$ cat src/rtl/battleship_pkg.sv
// Shared types and helpers for the 5x5 battleship game blocks.
package battleship_pkg;

    localparam int BOARD_N     = 5;
    localparam int BOARD_CELLS = 25;

    // Board cell contents; a cell is still a legal target while EMPTY or SHIP.
    typedef enum logic [2:0] {
        EMPTY = 3'd0,
        SHIP  = 3'd1,
        MISS  = 3'd2,
        HIT   = 3'd3
    } cell_t;

    // PC attack generator states.
    typedef enum logic [2:0] {
        IDLE   = 3'd0,
        THINK  = 3'd1,
        SEEK   = 3'd2,
        ISSUE  = 3'd3,
        RESULT = 3'd4
    } pcs_state_t;

    // True when the cell has not been shot yet.
    function automatic logic is_shootable(input logic [2:0] c);
        return (c == EMPTY) || (c == SHIP);
    endfunction

    // Fetch boardP[y][x] by comparison against every legal coordinate, so an
    // out-of-range coordinate reads back as MISS instead of indexing past the array.
    function automatic logic [2:0] cell_at(
        input logic [BOARD_N-1:0][BOARD_N-1:0][2:0] b,
        input logic [2:0]                           x,
        input logic [2:0]                           y
    );
        logic [2:0] c;
        c = MISS;
        for (int yy = 0; yy < BOARD_N; yy++) begin
            for (int xx = 0; xx < BOARD_N; xx++) begin
                if ((3'(yy) == y) && (3'(xx) == x)) begin
                    c = b[yy][xx];
                end
            end
        end
        return c;
    endfunction

    // Fold a 5-bit random value into the 0..24 cell index range.
    function automatic logic [4:0] start_index(input logic [4:0] r);
        return (r >= 5'(BOARD_CELLS)) ? (r - 5'(BOARD_CELLS)) : r;
    endfunction

endpackage

$ cat src/rtl/lfsr8.sv
// 8-bit Fibonacci LFSR (taps 8,6,5,4); loads seed while rst is low.
module lfsr8
    import battleship_pkg::*;
(
    input  logic       clk,
    input  logic       rst,
    input  logic [7:0] seed,
    output logic [7:0] q
);

    logic [7:0] q_q;
    logic [7:0] q_d;

    // Shift left, feeding back the XOR of tap bits 8,6,5,4 (indices 7,5,4,3).
    always_comb begin
        q_d = {q_q[6:0], q_q[7] ^ q_q[5] ^ q_q[4] ^ q_q[3]};
    end

    // State register with synchronous seed load.
    // NOTE: sequential state uses non-blocking assignments so every flop samples pre-edge values.
    always_ff @(posedge clk) begin
        if (!rst) begin
            q_q <= seed;
        end else begin
            q_q <= q_d;
        end
    end

    assign q = q_q;

endmodule

$ cat src/rtl/pc_shooter.sv
// Computer opponent attack generator: think delay, hunt-around-last-hit,
// wrapping scan for an unshot cell, then a valid/ack shot handshake.
module pc_shooter
    import battleship_pkg::*;
#(
    parameter int unsigned THINK_CYCLES = 4,
    parameter logic [7:0]  SEED         = 8'hA5
) (
    input  logic                               clk,
    input  logic                               rst,
    input  logic                               turn_req,
    input  logic [BOARD_N-1:0][BOARD_N-1:0][2:0] boardP,
    input  logic                               shot_ack,
    output logic                               shot_valid,
    output logic [2:0]                         shot_x,
    output logic [2:0]                         shot_y,
    output logic                               busy,
    output logic                               no_target
);

    localparam int                CW         = (THINK_CYCLES > 1) ? $clog2(THINK_CYCLES) : 1;
    localparam logic [CW-1:0]     THINK_LOAD = CW'(THINK_CYCLES - 1);
    localparam logic signed [3:0] N_S        = 4'(BOARD_N);

    pcs_state_t    state_q, state_d;
    logic [CW-1:0] think_q, think_d;
    logic [4:0]    idx_q, idx_d;          // current scan index
    logic [4:0]    tries_q, tries_d;      // scan failures so far
    logic          hunt_phase_q, hunt_phase_d;
    logic [1:0]    slot_q, slot_d;        // 0:N 1:S 2:W 3:E
    logic [2:0]    hunt_x_q, hunt_x_d;
    logic [2:0]    hunt_y_q, hunt_y_d;
    logic          hunt_valid_q, hunt_valid_d;
    logic [2:0]    shot_x_q, shot_x_d;
    logic [2:0]    shot_y_q, shot_y_d;
    logic          no_target_q, no_target_d;

    logic [7:0]        lfsr_val;
    logic              lfsr_unused;
    logic [2:0]        scan_x, scan_y;
    logic              scan_ok;
    logic signed [3:0] nb_x, nb_y;
    logic              nb_in, nb_ok;
    logic [2:0]        result_cell;

    lfsr8 u_lfsr (
        .clk  (clk),
        .rst  (rst),
        .seed (SEED),
        .q    (lfsr_val)
    );

    // Only the low five LFSR bits pick the start index.
    assign lfsr_unused = ^lfsr_val[7:5];

    // Split the scan index into column/row (divide by 5 via range compare).
    always_comb begin
        scan_x = 3'd0;
        scan_y = 3'd0;
        if (idx_q >= 5'd20) begin
            scan_y = 3'd4;
            scan_x = 3'(idx_q - 5'd20);
        end else if (idx_q >= 5'd15) begin
            scan_y = 3'd3;
            scan_x = 3'(idx_q - 5'd15);
        end else if (idx_q >= 5'd10) begin
            scan_y = 3'd2;
            scan_x = 3'(idx_q - 5'd10);
        end else if (idx_q >= 5'd5) begin
            scan_y = 3'd1;
            scan_x = 3'(idx_q - 5'd5);
        end else begin
            scan_y = 3'd0;
            scan_x = 3'(idx_q);
        end
        scan_ok = is_shootable(cell_at(boardP, scan_x, scan_y));
    end

    // Signed neighbour of the hunt cell for the current slot, bounds-checked
    // before the board lookup.
    always_comb begin
        nb_x = signed'({1'b0, hunt_x_q});
        nb_y = signed'({1'b0, hunt_y_q});
        case (slot_q)
            2'd0:    nb_y = nb_y - 4'sd1;
            2'd1:    nb_y = nb_y + 4'sd1;
            2'd2:    nb_x = nb_x - 4'sd1;
            default: nb_x = nb_x + 4'sd1;
        endcase
        nb_in = (nb_x >= 4'sd0) && (nb_x < N_S) && (nb_y >= 4'sd0) && (nb_y < N_S);
        nb_ok = nb_in && is_shootable(cell_at(boardP, nb_x[2:0], nb_y[2:0]));
    end

    assign result_cell = cell_at(boardP, shot_x_q, shot_y_q);

    // Next-state and datapath updates for the shooter FSM.
    // NOTE: every signal gets a default first so no path through the case infers a latch.
    always_comb begin
        state_d      = state_q;
        think_d      = think_q;
        idx_d        = idx_q;
        tries_d      = tries_q;
        hunt_phase_d = hunt_phase_q;
        slot_d       = slot_q;
        hunt_x_d     = hunt_x_q;
        hunt_y_d     = hunt_y_q;
        hunt_valid_d = hunt_valid_q;
        shot_x_d     = shot_x_q;
        shot_y_d     = shot_y_q;
        no_target_d  = 1'b0;

        case (state_q)
            IDLE: begin
                if (turn_req) begin
                    think_d = THINK_LOAD;
                    state_d = THINK;
                end
            end
            THINK: begin
                if (think_q == '0) begin
                    idx_d        = start_index(lfsr_val[4:0]);
                    tries_d      = 5'd0;
                    slot_d       = 2'd0;
                    hunt_phase_d = hunt_valid_q;
                    state_d      = SEEK;
                end else begin
                    think_d = think_q - CW'(1);
                end
            end
            SEEK: begin
                if (hunt_phase_q) begin
                    if (nb_ok) begin
                        shot_x_d = nb_x[2:0];
                        shot_y_d = nb_y[2:0];
                        state_d  = ISSUE;
                    end else if (slot_q == 2'd3) begin
                        // All four neighbours spent: fall back to scanning next cycle.
                        hunt_phase_d = 1'b0;
                        hunt_valid_d = 1'b0;
                    end else begin
                        slot_d = slot_q + 2'd1;
                    end
                end else begin
                    if (scan_ok) begin
                        shot_x_d = scan_x;
                        shot_y_d = scan_y;
                        state_d  = ISSUE;
                    end else if (tries_q == 5'(BOARD_CELLS - 1)) begin
                        no_target_d  = 1'b1;
                        hunt_valid_d = 1'b0;
                        state_d      = IDLE;
                    end else begin
                        tries_d = tries_q + 5'd1;
                        idx_d   = (idx_q == 5'(BOARD_CELLS - 1)) ? 5'd0 : idx_q + 5'd1;
                    end
                end
            end
            ISSUE: begin
                if (shot_ack) begin
                    state_d = RESULT;
                end
            end
            RESULT: begin
                if (result_cell == HIT) begin
                    hunt_x_d     = shot_x_q;
                    hunt_y_d     = shot_y_q;
                    hunt_valid_d = 1'b1;
                end
                state_d = IDLE;
            end
            default: begin
                state_d = IDLE;
            end
        endcase
    end

    // State and datapath registers; reset overrides any handshake in flight.
    always_ff @(posedge clk) begin
        if (!rst) begin
            state_q      <= IDLE;
            think_q      <= '0;
            idx_q        <= 5'd0;
            tries_q      <= 5'd0;
            hunt_phase_q <= 1'b0;
            slot_q       <= 2'd0;
            hunt_x_q     <= 3'd0;
            hunt_y_q     <= 3'd0;
            hunt_valid_q <= 1'b0;
            shot_x_q     <= 3'd0;
            shot_y_q     <= 3'd0;
            no_target_q  <= 1'b0;
        end else begin
            state_q      <= state_d;
            think_q      <= think_d;
            idx_q        <= idx_d;
            tries_q      <= tries_d;
            hunt_phase_q <= hunt_phase_d;
            slot_q       <= slot_d;
            hunt_x_q     <= hunt_x_d;
            hunt_y_q     <= hunt_y_d;
            hunt_valid_q <= hunt_valid_d;
            shot_x_q     <= shot_x_d;
            shot_y_q     <= shot_y_d;
            no_target_q  <= no_target_d;
        end
    end

    assign shot_valid = (state_q == ISSUE);
    assign busy       = (state_q != IDLE);
    assign shot_x     = shot_x_q;
    assign shot_y     = shot_y_q;
    assign no_target  = no_target_q;

endmodule

$ cat config.mk
export PLATFORM = sky130hd
export DESIGN_NAME = pc_shooter
export DESIGN_NICKNAME = d
export VERILOG_FILES = /design/src/rtl/battleship_pkg.sv /design/src/rtl/lfsr8.sv /design/src/rtl/pc_shooter.sv
export SDC_FILE = /design/constraint.sdc
export NUM_CORES = 1
export LEC_CHECK = 0
export CORE_ASPECT_RATIO = 1.2
export CORE_MARGIN = 3
export CORE_UTILIZATION = 35
export CTS_CLUSTER_SIZE = 8
export DETAILED_ROUTE_END_ITERATION = 10
export GPL_TIMING_DRIVEN = 1
export PLACE_DENSITY = 0.68
export RECOVER_POWER = 50
export SLEW_MARGIN = 10
export SYNTH_ARGS = -nofsm -noshare
export SYNTH_HDL_FRONTEND = slang
export SYNTH_SLANG_ARGS = --single-unit
$ cat constraint.sdc
create_clock -name clk -period 9.7 [get_ports clk]
set_input_delay 2.91 -clock clk [delete_from_list [all_inputs] [get_ports clk]]
set_output_delay 2.91 -clock clk [all_outputs]
set_load 0.02 [all_outputs]
==> run metrics <==
syn_area_per_cell 7.17 sq um; status finished, violations left; Internal 587 uW; Cell Chain, Critical Path clkbuf_1 -> clkdlybuf4s50_1; Reg power frac 0.184; total clock sinks 40; post-layout util 0.435; Total Routed Length ~20000 um; Peak Freq 0.172 GHz; Clock transition at path regs roughly 0.060 ns; syn_nets ~830; Power Total 1.19 mW; ratio of cells with drive above 1 in the final layout 0.0600; post-place instance area roughly 6200 sq um; worst path arrival time slightly below 3 ns; Yosys Warn Count 0; Antenna Violating Nets Remaining 0; Crit-path slowest cell clkbuf_1; Finished Layout Cells slightly below 1000; worst rel slew slack -0.342; Worst path max stage delay approximately 1.4 ns; part of the Yosys area used for sequential elements 0.154; clock buffer count from CTS 5; Antenna diodes 0; grt ovf 0; hold path cells 1; RSZ-0062 raised after global routing false; initial antenna violation count 0; synthesized flop and latch total 40; die extent in x ~120 um; dpl hpwl roughly 15000 um; buffers inserted by post-CTS timing repair 0; largest net degree at the start of global routing 41; Root Buffer clkbuf_16; Initial DRT Pass Iterations 5; PD cells about 190 nW/um^2; Skew-Pair Late Insertion Delay between 0.2 and 0.3 ns; number of synthesized flops with an enable pin 0; Vias per Instance between 6 and 7; Area growth syn-to-layout 21.0%; Required @ worst endpoint 6.79 ns; min Tclk post-route 5.80 ns; setup tns final 0 ns; Die H approximately 140 um; Static Leak roughly 2.2 nW; crit path max fanout 40; CTS resizes 0; Max Slew Vio Count 41; CP Capture Type output pin; path type of the worst setup path reg -> out; Tot GR Track Use 0.234; Final Skew 0.0107 ns; power share of the clock group 0.141; final hold viol count 0; post-synth top area share 0.154; RD Place Congestion around 1; area leader, netlist dfxtp_1; Distinct cells, synth 97; Final WS setup between 3 and 4 ns; Sw Pwr about 600 uW; first-pass GRT wire length between 30000 and 40000 um; Comb pwr share 0.675; fraction of registers with async set/reset 0; switching share of power 0.505; Placed Instances slightly below 1000; failing checks max-capacitance violations, max-slew violations; CTS tree yes; htree depth 2; cts hold-fix bufs 0; vias in the first global route between 5000 and 6000; worst slack at placement between 3 and 4 ns; CTS Buffer Depth 2; 1st-iter DRT viols 559; Nets just under 900; Primary FF master, synth dfxtp_1; core area approximately 14000 sq um; final cycle utilization of the critical path 0.598; IO Pins 88; Tightest Hold Check Type reg -> reg; max_cap viols 1; Setup violations, final 0; final hold slack roughly 0.41 ns; cells after synthesis slightly above 700; VDD IR max between 100 and 150 uV; reg2reg path depth 15; Port Buffers 87; vias about 6100; dominant cells by area after synthesis dfxtp_1 15%, nand2_1 5.8%, a21oi_1 5.7%, mux2i_1 5.4%, ha_1 5.3%; drt wl/cell 20.3 um; Slew @ Worst Pin between 2 and 2.5 ns; residual DRC count 0; Starting Density 0.359; synthesized area 5200 sq um; post-route cell area approximately 6300 sq um; # rows 48; Critical Path Start Type flop; fill count 1470; total die area 16400 sq um
-- registers in the layout (all words and copies together), names as in the netlist --
register	flops
think_q	2
hunt_valid_q	1
tries_q	5
state_q	3
shot_x	3
hunt_y_q	3
u_lfsr.q	8
hunt_x_q	3
slot_q	2
no_target	1
idx_q	5
shot_y	3
hunt_phase_q	1
-- routing by layer --
metal	track usage	routed length (um)	up-vias	share of wire
li1	-	-	2881	-
met1	0.319	8400	2776	0.42
met2	0.358	8690	333	0.43
met3	0.0300	1770	69	0.089
met4	0.115	1120	0	0.056
met5	0	0	-	0
-- cell families after synthesis --
group                    after synthesis  synth area share
AND/OR/NAND/NOR                      277             0.276
AO/OA/AOI/OAI                        267             0.362
buffers and inverters                 74            0.0630
flip-flops                            40             0.154
multiplexers                          34            0.0691
adder cells (fa/ha/maj)               24            0.0606
XOR/XNOR                               9            0.0152
-- final cells by class --
| cell class | count | area, sq um | area share |
|---|---|---|---|
| tap | 200 | 250 | 0.0398 |
| inverter | 29 | 109 | 0.0173 |
| sequential | 40 | 801 | 0.127 |
| clock inverter | 1 | 7.51 | 0.00119 |
| timing repair buffer | 95 | 923 | 0.147 |
| multi-input combinational | 611 | 4060 | 0.645 |
| clock buffer | 7 | 143 | 0.0227 |
-- cell usage after synthesis, types with 4 or more instances --
cell type / instances
o22ai_1: 15
nand2b_1: 7
nand2_1: 81
or3_1: 10
nor3b_1: 8
and3_1: 8
nor3_1: 22
ha_1: 22
o2111ai_1: 5
nor4b_1: 4
and2_1: 10
a22o_1: 4
o211ai_1: 16
a22oi_1: 5
nand3_1: 27
nor2b_1: 6
inv_1: 27
dfxtp_1: 40
o21ai_0: 54
o32ai_1: 6
clkbuf_1: 25
nor4_1: 10
o32a_1: 4
o31ai_1: 6
buf_2: 10
buf_1: 4
a211oi_1: 10
a21o_1: 8
xor2_1: 4
a21oi_1: 59
a31oi_1: 9
xnor2_1: 5
mux2i_1: 28
o221ai_1: 5
or3b_2: 4
o21a_1: 7
o21ai_1: 5
nor2_1: 52
mux2_2: 5
nand4_1: 4
-- power by group through the flow --
stage               clock network [mW]  registers, mW  logic (mW)
global placement                     0          0.221       0.792
detailed placement                   0          0.221       0.787
global route                     0.176          0.222       0.862
finish                           0.168          0.219       0.801
CTS                              0.170          0.218       0.790
floorplan                            0          0.201       0.627
-- cell usage in the layout, fill, tap and decap left out, drive strengths merged, types with 7 or more instances in the layout --
cell type,n
a211oi,12
a21o,8
a21oi,60
a31oi,10
and2,10
and3,9
clkbuf,9
clkdlybuf4s50,77
dfxtp,40
dlygate4sd3,10
ha,22
inv,27
mux2i,28
nand2,82
nand2b,8
nand3,27
nor2,54
nor3,24
nor3b,8
nor4,10
o211ai,16
o21a,7
o21ai,60
o221ai,7
o22ai,15
o31ai,7
o32ai,7
or3,10
-- critical path: cells and delay by family, from the launching register on --
kind	cells	cell delay, ns
buffers and inverters	2	2.29
DFF	1	0.30
-- final timing paths --
check	startpoint	endpoint	slack [ns]
setup / recovery	shot_x[1]$_SDFFE_PN0P_	shot_x[1]	3.90
hold / removal	u_lfsr.q[6]$_SDFF_PN0_	u_lfsr.q[7]$_SDFF_PN1_	0.41
setup reg to reg	idx_q[0]$_SDFFE_PN0P_	tries_q[0]$_SDFFE_PN0P_	4.40
hold reg to reg	u_lfsr.q[6]$_SDFF_PN0_	u_lfsr.q[7]$_SDFF_PN1_	0.41
(Power assumes the default switching activity.)
==> variant, RTL diff (same flow settings) <==
Change the parameter `THINK_CYCLES` from 4 to 2.
--- a/src/rtl/pc_shooter.sv
+++ b/src/rtl/pc_shooter.sv
@@ -5,3 +5,3 @@
 #(
-    parameter int unsigned THINK_CYCLES = 4,
+    parameter int unsigned THINK_CYCLES = 2,
     parameter logic [7:0]  SEED         = 8'hA5
Check against the original RTL: not equivalent (a bounded check fails within 10 cycles, from zero or initial values and one cycle with rst low).
==> variant against the original RTL <==
  * The run still ends with capacitance limit, slew limit left
  * Sequential cell count down 1
  * Synthesized area about the same
  * Clock power down 3%
  * Wire length up 1.0%
  * Design area about the same
  * Setup slack worse by 640 ps
  * Count of clock-buffer cells in the layout down 2
  * Power down 4.7%
==> variant: results (changes against the original RTL) <==
.. list-table::
   :header-rows: 1

   * - Metric
     - Value
   * - Crit-path slowest cell
     - nor3_1 (was clkbuf_1)
   * - Internal cell power
     - 0.545 mW (was 0.587 mW)
   * - Post-route design area
     - 6290 sq um (about the same)
   * - Fraction of final layout cells with drive strength greater than 1
     - 4.84% (was 6.00%)
   * - Number of iterations in the first detailed-routing pass
     - 6 (was 5)
   * - Synth Net Count
     - 830 (was 828)
   * - Largest net degree at the start of global routing
     - 33 (was 41)
   * - Most instantiated cells after synthesis
     - nand2_1, nor2_1, o21ai_0 (was nand2_1, a21oi_1, o21ai_0)
   * - Violated checks
     - capacitance limit, slew limit (unchanged)
   * - Post-synthesis instance total
     - 728 (was 725)
   * - DP HPWL
     - 15,100 um (was 14,800 um)
   * - Total track usage
     - 23.5% (was 23.4%)
   * - Worst IR drop on VDD
     - 0.103 mV (was 0.113 mV)
   * - Max-slew violation count
     - 15 (was 41)
   * - Netlist cell types
     - 88 (was 97)
   * - Number of global-route vias before repair
     - 5,748 (was 5,566)
   * - Iter 0 DRT Violations
     - 686 (was 559)
   * - Global-route wire length before repair
     - 30,700 um (was 30,400 um)
   * - Worst endpoint data arrival time
     - 6630 ps (was 2890 ps)
   * - Clock Skews
     - 5.45 ps (was 10.7 ps)
   * - Routed WL
     - 20,200 um (was 20,000 um)
   * - Fill cell instance count of the final layout
     - 1,515 (was 1,470)
   * - Total via count in the routed design
     - 6,312 (was 6,059)
   * - Final weighted congestion in routability-driven placement
     - 0.980 (was 0.996)
   * - Delay contributed by the slowest stage of the critical path
     - 1340 ps (was 1430 ps)
   * - Max-capacitance violation count
     - 1 (unchanged)
   * - Static Leak
     - 2.25 nW (was 2.22 nW)
   * - Placed cell count
     - 977 (was 975)
   * - Run status
     - finished with violations (unchanged)
   * - R2R Path Start
     - idx_q[2] (was idx_q[0])
variant: path summary, 6_finish.rpt:
| path | slack, ps | depth (start not counted) | endpoint |
|---|---|---|---|
| max | 3260 | 13 | idx_q[4] |
| min | 410 | 1 | u_lfsr.q[7] |
| max reg2reg | 3260 | 13 | idx_q[4] |
| min reg2reg | 410 | 1 | u_lfsr.q[7] |
variant: critical path, delay by kind of cell (launching register included):
kind | cells | cell delay (ps)
AO/OA/AOI/OAI | 8 | 2620
adder cells (fa/ha/maj) | 1 | 350
buffers and inverters | 1 | 560
flip-flops | 1 | 940
AND/OR/NAND/NOR | 3 | 1880
variant: layout make-up:
type                       count  share of cell area (%)
timing repair buffer          96                    14.9
clock inverter                 3                   0.318
sequential                    39                    12.4
clock buffer                   5                    1.99
tap                          200                    3.98
inverter                      36                    2.15
multi-input combinational    606                    64.3
variant: kinds of logic after synthesis:
logic type | after synthesis | synth area share (%)
DFF | 39 | 15.0
xor gates and xnor gates | 14 | 2.36
and+or+nand+nor | 291 | 29.0
AOI/OAI and AO/OA | 255 | 35.5
adders and majority gates | 23 | 5.83
buffers and inverters | 83 | 7.10
muxes | 23 | 5.13
variant: layer usage:
layer  wire [um]  global-route usage, %
met1        7960                   29.5
met2        8840                   36.4
met3        1990                   4.18
met4        1400                   15.2
met5           0                      0
variant: power by group through the flow:
stage	Clock, mW	Combinational [mW]	Sequential [mW]
2_1_floorplan	0	0.568	0.207
3_3_place_gp	0	0.721	0.231
3_5_place_dp	0	0.720	0.231
4_1_cts	0.167	0.725	0.228
5_1_grt	0.172	0.800	0.235
6_report	0.163	0.738	0.230
variant: through the flow:
stage / hold WS [ps] / setup slack [ps]
global placement: 390 / 3610
finish: 408 / 3260
global route: 442 / 2830
detailed placement: 399 / 3560
floorplan: 386 / 4620
CTS: 413 / 3840
